File: src/rtl/tt_check_pkg.sv
// Shared definitions for the truth-table response checker: FSM state
// encodings and the MISR seed and default feedback polynomial.
package tt_check_pkg;

    typedef enum logic [1:0] {
        ST_IDLE = 2'd0,
        ST_RUN  = 2'd1,
        ST_DONE = 2'd2
    } state_t;

    localparam logic [15:0] MISR_SEED         = 16'hFFFF;
    localparam logic [15:0] MISR_POLY_DEFAULT = 16'h8016;

endpackage

File: src/rtl/tt_misr16.sv
// 16-bit multiple-input signature register. clr loads the seed, en folds
// one 16-bit word into the signature using the POLY feedback taps.
module tt_misr16
    import tt_check_pkg::*;
#(
    parameter logic [15:0] POLY = MISR_POLY_DEFAULT
) (
    input  logic        clk,
    input  logic        rst_n,
    input  logic        clr,
    input  logic        en,
    input  logic [15:0] din,
    output logic [15:0] sig
);

    // Shift left with feedback from the MSB, then fold in the new word.
    always_ff @(posedge clk or negedge rst_n) begin
        if (!rst_n) begin
            sig <= 16'h0;
        end else if (clr) begin
            sig <= MISR_SEED;
        end else if (en) begin
            sig <= {sig[14:0], 1'b0} ^ (sig[15] ? POLY : 16'h0) ^ din;
        end
    end

endmodule

File: config.mk
export PLATFORM = sky130hd
export DESIGN_NAME = tt_misr16
export DESIGN_NICKNAME = d
export VERILOG_FILES = /design/src/rtl/tt_check_pkg.sv /design/src/rtl/tt_misr16.sv
export SDC_FILE = /design/constraint.sdc
export NUM_CORES = 1
export LEC_CHECK = 0
export ABC_AREA = 0
export ABC_CLOCK_PERIOD_IN_PS = 1190
export CAP_MARGIN = 25
export CORE_MARGIN = 10
export CORE_UTILIZATION = 40
export CTS_BUF_LIST = sky130_fd_sc_hd__clkbuf_16
export CTS_CLUSTER_DIAMETER = 200
export CTS_CLUSTER_SIZE = 16
export DETAILED_ROUTE_END_ITERATION = 10
export PLACE_DENSITY_LB_ADDON = 0.08
export SLEW_MARGIN = 20
export SYNTH_ARGS = -nofsm -noshare
export SYNTH_HDL_FRONTEND = slang
export SYNTH_SLANG_ARGS = --single-unit
File: constraint.sdc
create_clock -name clk -period 1.19 [get_ports clk]
set_input_delay 0.238 -clock clk [delete_from_list [all_inputs] [get_ports clk]]
set_output_delay 0.238 -clock clk [all_outputs]
set_load 0.01 [all_outputs]
# == Word level (Yosys, flattened, before mapping) ==
# Cells that the tools add are included.
# totals
reg_bits,16
latchBits,0
mem_bits_rw,0
mem_bits_ro,0
in_bits,20
out_inout_bits,16
wordCells,7
memories,0
# classes
addsub,0
multipliers,0
n_div,0
order_cmp,0
eq_ne,0
shifts,0
mux,3
bitwise,2
n_reduce_logical,1
# ops
op,n
16-bit two-way mux,3
16-bit XOR,2
2-bit nonzero test,1

# == Depth between registers and ports, before layout ==
# Gate-level depths: netlist of run 1.
# depth
depth_word,5
depth_mapped,5
ltp_nobuf,3

# == Least setup slack after synthesis of run 1 ==
# Ideal clock, no wire load.
# synth_path
path_type,register to register
startpoint,register sig[14]
endpoint,register sig[15]
setup_time_ns,0.131
t_arrival_ns,0.998
required_time_ns,1.059
setup_slack_ns,0.061
stages_incl_launch_ff,4
path_buffers,0
period_less_slack_ns,1.129
path_cell_list,dfrtp_1 > xnor2_1 > nor3_1 > or3b_1
# synth_between
elab_chain_cells,4
# synth_rtl
item,line,source
from (decl),tt_misr16.sv:13,output logic [15:0] sig
from (signal assigned),tt_misr16.sv:23,"sig <= {sig[14:0], 1'b0} ^ (sig[15] ? POLY : 16'h0) ^ din;"
16-bit XOR (2 in series),tt_misr16.sv:23,
16-bit two-way mux,tt_misr16.sv:22,end else if (en) begin
16-bit two-way mux,tt_misr16.sv:20,end else if (clr) begin
# No other way between the ends. The select of a mux whose other input is x is not followed.
# A chain may end at the register's enable or synchronous reset.

# == Final worst setup path of run 1 ==
# layout_path
startpoint,register sig[13]
endpoint,output sig[13]
# No word-level cell between the ends.

==> results of run 1 <==
==> worst reg2reg max path, cell delays in order, from the launching register on <==
cell     delay [ps]
dfrtp_1         400
xnor2_1         230
nor3_1           60
or3b_1          340
==> path summary, 6_finish.rpt <==
kind                       slack (ps)      end
min in group clk                  440  sig[13]
min                               310   sig[1]
min reg2reg                       540  sig[14]
max reg2reg                        40  sig[15]
max in group asynchronous         700   sig[3]
max                                30  sig[13]
==> power by group through the flow <==
| stage | Clock (W) | Sequential [W] | Combinational [W] |
|---|---|---|---|
| floorplan | 0 | 0.000664 | 0.000157 |
| global placement | 0 | 0.000623 | 0.000466 |
| detailed placement | 0 | 0.000625 | 0.000472 |
| CTS | 0.000662 | 0.000615 | 0.000445 |
| global route | 0.000690 | 0.000620 | 0.000479 |
| finish | 0.000656 | 0.000614 | 0.000436 |
==> cell families after synthesis <==
kind of cell,after synthesis,share of synthesized area (%)
buf+inv,5,4.814
compound gates,19,15.99
flops,16,49.69
simple gates,17,9.938
xor+xnor,18,19.57
==> routing by layer <==
metal,wire [µm],global-route usage (%),up-vias
met5,0,0,-
li1,-,-,374
met2,1063,17.49,23
met4,63,5.882,0
met3,205,6.014,7
met1,834,10.89,327
==> layout by cell type, fill, tap and decap left out, types with 2 or more instances in the layout <==
cell | netlist | routed
buf_4 | 0 | 23
clkdlybuf4s50_1 | 0 | 17
dfrtp_1 | 16 | 16
xnor2_1 | 15 | 15
dlygate4sd2_1 | 0 | 15
nor2_1 | 11 | 11
a211o_1 | 9 | 9
a21oi_1 | 6 | 6
xor2_1 | 3 | 3
o21ai_0 | 3 | 3
or2_2 | 3 | 3
clkbuf_16 | 0 | 3
clkdlybuf4s15_1 | 0 | 2
==> per-stage QoR <==
step | instance area [µm²] | power, W | TNS [ps] | util [%] | cells
6_report | 1393 | 0.001706 | 0 | 71.71 | 160
5_1_grt | 1393 | 0.001789 | 0 | 71.71 | 160
4_1_cts | 1389 | 0.001722 | 0 | 71.52 | 160
3_5_place_dp | 1330 | 0.001097 | -3397 | 68.49 | 156
3_3_place_gp | 1330 | 0.001089 | -3181 | 68.49 | 156
2_1_floorplan | 805.8 | 0.0008210 | 0 | - | 75
==> final cells by class <==
class,instances,area [µm²],area share (%)
well taps,27,33.78,2.426
repair buffers,58,506.7,36.39
clock inverters,1,3.754,0.2695
multi-input cells,54,366.6,26.33
clock buffers,3,75.07,5.391
flip-flops and latches,16,400.4,28.75
inverters,1,6.256,0.4492
==> what timing repair did <==
action / in CTS / in global routing
endpoints found under the setup margin: 17 / 2
hold buffers: 0 / 0
resized for setup: 18 / 2
==> metrics.md, run 1 <==
| Metric | Value |
|---|---|
| Status | `finished clean` |
| Seq cells post-synth | `16` |
| P_int | `0.001295 W` |
| Clock share of power | `38.5%` |
| Register-to-Register Path Depth | `3` |
| WP depth | `1` |
| Crit path cell chain | `dlygate4sd2_1` |
| Max FFs per register | `16` |
| NetSw | `0.0004103 W` |
| First-pass GRT wire length | `3560 µm` |
| Wire length per cell | `13.54 µm` |
| Syn_nets | `95` |
| Worst path top cell family by delay | `flip-flops` |
| CP Max Fanout | `2` |
| Final ANT Viol Nets | `0` |
| Syn Inst Count | `75` |
| GRT Util Overall | `10.81%` |
| Arr. time, crit path | `920 ps` |
| CTS root buffer | `clkbuf_16` |
| Drc violations | `0` |
| Clk Latency, worst-skew pair | `250 ps` |
| Slew HR | `77.41%` |
| Core ar. | `0.001942 mm²` |
| Synthesized area | `805.8 µm²` |
| Max Cap Violations | `0` |
| Endpoints failing setup | `0` |
| Pin count of the biggest net entering global routing | `17` |
| Final wirelength | `2167 µm` |
| Commonest cells post-synth | `dfrtp_1 (16), xnor2_1 (15), nor2_1 (11)` |
| Fin nets | `154` |
| Synth Flop Type | `dfrtp_1` |
| P_leak | `0.5786 nW` |
| Logic gate share of total power | `25.6%` |
| Clock-pin slew on the worst setup and hold paths | `50 ps` |
| Num CTS Buffers | `3` |
| Worst Tran Pin Value | `338.3 ps` |
| Crit end category | `output port` |
| Vias in the first global route | `789` |
| DPL Wire Length | `1704 µm` |
| Die span in y | `64.88 µm` |
| Site Rows | `16` |
| Input/output buffers | `35` |
| Most common cell in the netlist | `dfrtp_1` |
| Global route overflow | `0` |
| Ant diodes | `0` |
| Clock sinks | `16` |
| Gp weighted congestion | `0.7327` |
| Hold Fails Final Rpt | `0` |
| Biggest regs | `sig: 16 flops` |
| Post-synth ARST share | `100.0%` |
| Antenna violations before repair | `0` |
| Slowest stage cell, crit path | `dfrtp_1` |
| DR pass1 iterations | `3` |
| Max Clk Rate | `863.1 MHz` |
| Die Area | `0.004209 mm²` |
| Clock Skews | `4.739 ps` |
| CTS max path bufs | `2` |
| Worst reg2reg path startpoint | `sig[14]` |
| Seq/Total Area, Yosys | `49.69%` |
| CP startpoint kind | `register` |
| Sw frac | `24.05%` |
| Most flop-heavy register | `sig` |
| RSZ-0062 raised after global routing | `no` |
| Fill count | `161` |
| Die width | `64.88 µm` |
| WS Path Type | `reg -> out` |
| Layout cell share with drive strength beyond 1 | `22.56%` |
| Worst Path Buf+Inv | `1` |
| Ports | `36` |
| Yosys warnings | `0` |
| Yosys cell types | `15` |
| H-Tree Depth | `1` |
| Setup bufs post-CTS | `0` |
| PwrDens | `1225 mW/mm²` |
| Fin. max-slew vios | `0` |
| Crit path launch | `sig[13]` |
| Dominant cells by area after synthesis | `dfrtp_1 (50%), xnor2_1 (16%), a211o_1 (9.8%)` |
| CP max stage delay | `380 ps` |
| P&R area growth vs syn | `72.83%` |
| Seq pwr share | `36.0%` |
| Starting DRT DRC Count | `7` |
| Crit path time final | `1159 ps` |
| Via Count | `731` |
| Worst Hold Class | `in -> async` |
| Avg Inst Size Synth | `10.74 µm²` |
| Starting Density | `41.49%` |
| Final WS setup | `31.40 ps` |
| Dpl ws | `-246.8 ps` |
| Post-synth EDFFs | `0` |
| Worst IR drop on VDD | `0.9970 mV` |
| Yosys top cell by area | `dfrtp_1` |
| Hold_ws | `305.4 ps` |
| Yosys top cell area share | `49.69%` |
| Period utilization | `97.36%` |
| TritonCTS clock tree | `done` |
| Vias per cell | `4.569` |
| Worst Path Required | `950 ps` |
(Power assumes the default switching activity.)
==> run 2: changes to the inputs <==
Settings changed: SETUP_SLACK_MARGIN set to 0.1.
==> run 2 against run 1 <==
Against the previous run: global-route usage up 0.050 points; fmax up 1.9%; power up 4.1%; combinational power up 17%; non-clock buffer count up 4; count of clock-buffer cells in the layout unchanged; register-to-register slack about the same; largest cell class unchanged; first-iteration DRC count up 14%; core utilization up 4.6 points; via count up 6.8%; sequential share of layout area down 1.7 points; sequential power up 1%.
==> metrics.md, run 2 (synthesized netlist as in run 1, its figures left out) <==
| Metric | Value |
|---|---|
| Status | `finished clean` |
| Gp weighted congestion | `0.6876` |
| Worst reg2reg path startpoint | `sig[14]` |
| Crit end category | `register` |
| Dpl ws | `-236.0 ps` |
| Hold_ws | `324.7 ps` |
| Pin count of the biggest net entering global routing | `17` |
| Arr. time, crit path | `1250 ps` |
| Leading cell type in the layout, fill and taps excluded | `buf_4` |
| Layout cell share with drive strength beyond 1 | `45.26%` |
| Crit path cell chain | `xnor2_2 -> o21ai_1 -> or3b_1` |
| P_leak | `0.6694 nW` |
| Die span in y | `64.88 µm` |
| Final Power | `0.001776 W` |
| Final WS setup | `53.01 ps` |
| CTS root buffer | `clkbuf_16` |
| TritonCTS clock tree | `done` |
| Clk Latency, worst-skew pair | `240 ps` |
| Fill count | `138` |
| Core ar. | `0.001942 mm²` |
| PwrDens | `1198 mW/mm²` |
| Wire length per cell | `15.02 µm` |
| Most flop-heavy register | `sig` |
| Clock-pin slew on the worst setup and hold paths | `50 ps` |
| P&R area growth vs syn | `84.01%` |
| Biggest regs | `sig: 16 flops` |
| Ports | `36` |
| Final wirelength | `2464 µm` |
| Fin nets | `158` |
| Worst Path Required | `1310 ps` |
| Starting Density | `41.49%` |
| Register-to-Register Path Depth | `3` |
| Non-filler instance count after layout | `164` |
| CTS Hold Bufs | `0` |
| Clock sinks | `16` |
| Global route overflow | `0` |
| Flip-flop and latch area | `400.4 µm²` |
| Area of the multi-input gates | `459.2 µm²` |
| FF-to-FF End | `sig[15]` |
| Num CTS Buffers | `3` |
| DPL Wire Length | `1608 µm` |
| Starting DRT DRC Count | `8` |
| GRT Util Overall | `10.86%` |
| Via Count | `781` |
| DR pass1 iterations | `4` |
| CTS max path bufs | `2` |
| Commonest cells after routing, fill and taps aside | `buf_4 (17), buf_2 (16), clkdlybuf4s50_1 (16), dfrtp_1 (16)` |
| Crit path launch | `sig[14]` |
| Clock Skews | `2.008 ps` |
| Max Clk Rate | `879.5 MHz` |
| CP startpoint kind | `register` |
| Die width | `64.88 µm` |
| CP Max Fanout | `3` |
| Ant diodes | `0` |
| Slowest stage cell, crit path | `dfrtp_1` |
| Hold Fails Final Rpt | `0` |
| Fin. max-slew vios | `0` |
| Worst IR drop on VDD | `0.9726 mV` |
| Vias per cell | `4.762` |
| Max FFs per register | `16` |
| First-pass GRT wire length | `3677 µm` |
| Crit path time final | `1137 ps` |
| Site Rows | `16` |
| Setup TNS | `0 ps` |
| Worst reg-to-reg setup slack | `50 ps` |
| Max Cap Violations | `0` |
| H-Tree Depth | `1` |
| Antenna violations before repair | `0` |
| Drc violations | `0` |
| Final ANT Viol Nets | `0` |
| Endpoints failing setup | `0` |
| Vias in the first global route | `767` |
| WS Path Type | `reg -> reg` |
| Slew HR | `86.01%` |
| Die Area | `0.004209 mm²` |
| Placed cell count | `157` |
| RSZ-0062 raised after global routing | `yes` |
| Worst Tran Pin Value | `209.9 ps` |
| CP max stage delay | `410 ps` |
| Input/output buffers | `35` |
| Worst Hold Class | `in -> async` |
| Period utilization | `95.55%` |
[run 2: worst max-delay path by stage]
stage,depth (start not counted),slack (ps),to
5_1_grt,3,4,sig[15]
3_5_place_dp,4,-240,sig[15]
2_1_floorplan,3,70,sig[15]
3_3_place_gp,4,-220,sig[15]
6_report,3,50,sig[15]
4_1_cts,3,50,sig[15]
[run 2: power breakdown]
| part | total (W) | internal [W] | switching [W] | leakage, nW |
|---|---|---|---|---|
| clock network | 0.000645 | 0.000445 | 0.000200 | 0.0385 |
| logic | 0.000509 | 0.000302 | 0.000207 | 0.470 |
| registers | 0.000622 | 0.000591 | 0.0000312 | 0.161 |
[run 2: critical path, delay by kind of cell (launching register included)]
family / cells / cell delay (ps)
flip-flops: 1 / 410
AND/OR/NAND/NOR: 1 / 350
XOR/XNOR: 1 / 160
AO/OA/AOI/OAI: 1 / 100
[run 2: cell type report]
class / count / share of cell area, %
multi-input cells: 54 / 30.97
well taps: 27 / 2.278
clock buffers: 3 / 5.063
inverters: 1 / 0.4219
clock inverters: 1 / 0.2532
repair buffers: 62 / 34.01
flip-flops and latches: 16 / 27.00
[run 2: metrics by stage]
step / util, % / area, µm²
final: 76.35 / 1483
after global routing: 76.35 / 1483
after CTS: 73.58 / 1429
after detailed placement: 68.88 / 1338
after global placement: 68.88 / 1338
after floorplan: - / 805.8
[run 2: routing by layer]
layer,global-route usage (%),share of wire [%],up-vias
met4,4.011,0.57,0
li1,-,-,376
met5,0,0,-
met2,18.23,53,18
met3,4.296,6.8,2
met1,12.13,40,385
[run 2: timing repair]
item	4_1_cts	5_1_grt
cloned	0	1
pin swaps	3	14
setup endpoints to repair	31	23
gates resized for setup	60	30
setup buffers	0	2
==> run 3: changes to the inputs <==
Settings changed: CORE_ASPECT_RATIO set to 0.9.
==> run 3 against run 2 <==
Against the previous run: count of clock-buffer cells in the layout did not move; die area about the same; critical path depth did not move; sequential share of layout area rose by 1.6 points; clock skew increased by 1.1 ps; design area fell by 5.5%; highest routed layer unchanged.
==> metrics.md, run 3 (synthesized netlist as in run 1, its figures left out) <==
| Metric | Value |
|---|---|
| Status | `finished clean` |
| Wire length per cell | `13.94 µm` |
| Hold Fails Final Rpt | `0` |
| Die Area | `0.004212 mm²` |
| Clk Latency, worst-skew pair | `240 ps` |
| TritonCTS clock tree | `done` |
| Worst IR drop on VDD | `0.7926 mV` |
| Worst Path Required | `1310 ps` |
| H-Tree Depth | `1` |
| Layout cell share with drive strength beyond 1 | `40.60%` |
| Commonest cells after routing, fill and taps aside | `buf_4 (20), clkdlybuf4s50_1 (16), dfrtp_1 (16)` |
| CP startpoint kind | `register` |
| Arr. time, crit path | `1260 ps` |
| CTS root buffer | `clkbuf_16` |
| Slew HR | `82.83%` |
| First-pass GRT wire length | `3567 µm` |
| Max Clk Rate | `884.5 MHz` |
| Fin nets | `154` |
| CTS max path bufs | `2` |
| Clock-pin slew on the worst setup and hold paths | `50 ps` |
| Num CTS Buffers | `3` |
| Final wirelength | `2202 µm` |
| Clock sinks | `16` |
| Global route overflow | `0` |
| Max FFs per register | `16` |
| Design Area, Final | `0.001401 mm²` |
| Placed cell count | `153` |
| Max Cap Violations | `0` |
| Crit path time final | `1131 ps` |
| Pin count of the biggest net entering global routing | `17` |
| RSZ-0062 raised after global routing | `yes` |
| P_leak | `0.6328 nW` |
| Ports | `36` |
| Final ANT Viol Nets | `0` |
| PwrDens | `1238 mW/mm²` |
| Leading cell type in the layout, fill and taps excluded | `buf_4` |
| WS Path Type | `reg -> reg` |
| DPL Wire Length | `1716 µm` |
| Placed cell areas | `0.001320 mm²` |
| Biggest regs | `sig: 16 flops` |
| Site Rows | `15` |
| Vias per cell | `4.665` |
| Period utilization | `95.01%` |
| CP Max Fanout | `3` |
| Non-filler instance count after layout | `158` |
| Fin. max-slew vios | `0` |
| Gp weighted congestion | `0.6963` |
| Endpoints failing setup | `0` |
| Starting Density | `42.09%` |
| Antenna violations before repair | `0` |
| Drc violations | `0` |
| Fin util | `73.20%` |
| Via Count | `737` |
| Worst Tran Pin Value | `256.7 ps` |
| Crit end category | `register` |
| Clock Skews | `3.114 ps` |
| Starting DRT DRC Count | `21` |
| Input/output buffers | `35` |
| P&R area growth vs syn | `73.91%` |
| Ant diodes | `0` |
| Vias in the first global route | `763` |
| CTS Hold Bufs | `0` |
| DR pass1 iterations | `4` |
| Die span in y | `62.58 µm` |
| Core ar. | `0.001914 mm²` |
| GRT Util Overall | `10.71%` |
| Most flop-heavy register | `sig` |
| Worst Hold Class | `in -> async` |
| Die width | `67.31 µm` |
## run 3: cell types whose count changed in the layout (fill, tap and decap cells not counted), sizes merged
| cell | before | now |
|---|---|---|
| dlymetal6s2s | 1 | 2 |
| dlygate4sd2 | 2 | 1 |
| clkbuf | 4 | 5 |
| buf | 42 | 37 |
## run 3: report_power, final
part | internal [W] | switching [W]
Combinational | 0.000272 | 0.000188
Clock | 0.000446 | 0.000211
Sequential | 0.000591 | 0.0000282
## run 3: critical path: stages, from the launching register on
cell and delay (ps):
dfrtp_1 420, xnor2_2 150, o21ai_1 100, or3b_1 340
## run 3: repair_timing
action                                  4_1_cts  5_1_grt
gates resized for setup                      61       15
endpoints found under the setup margin       32       22
cloned                                        0        0
setup buffers                                 1        0
pin swaps                                     1        5
## run 3: cell type report
class                   instances  area [µm²]
fillers                       161       513.0
repair buffers                 58       457.9
multi-input cells              54       426.7
flip-flops and latches         16       400.4
clock buffers                   3       75.07
well taps                      25       31.28
inverters                       1       6.256
clock inverters                 1       3.754
## run 3: per-stage QoR
stage                     setup slack [ps]  TNS, ps  total power, W  hold WS, ps
final                                59.43        0        0.001735        316.9
after global routing                -2.670   -2.670        0.001820        337.7
after CTS                            36.88        0        0.001738        324.3
after detailed placement            -236.9    -3292        0.001095        532.6
after global placement              -215.4    -3013        0.001087        535.6
after floorplan                      74.30        0       0.0008209       -57.59
## run 3: final timing paths
check / endpoint / slack (ps) / cells past startpoint / startpoint
hold reg to reg: sig[14] / 580 / 1 / sig[14]
setup / recovery: sig[15] / 60 / 3 / sig[14]
min in group clk: sig[9] / 430 / 4 / din[9]
setup reg to reg: sig[15] / 60 / 3 / sig[14]
max in group asynchronous: sig[5] / 690 / 2 / rst_n
hold / removal: sig[0] / 320 / 2 / rst_n
## run 3: layer usage
layer	vias up	track usage [%]	share of wire, %
met3	2	5.018	8.4
met2	19	15.28	46
met4	0	4.615	0.54
met5	-	0	0
li1	370	-	-
met1	346	13.26	45
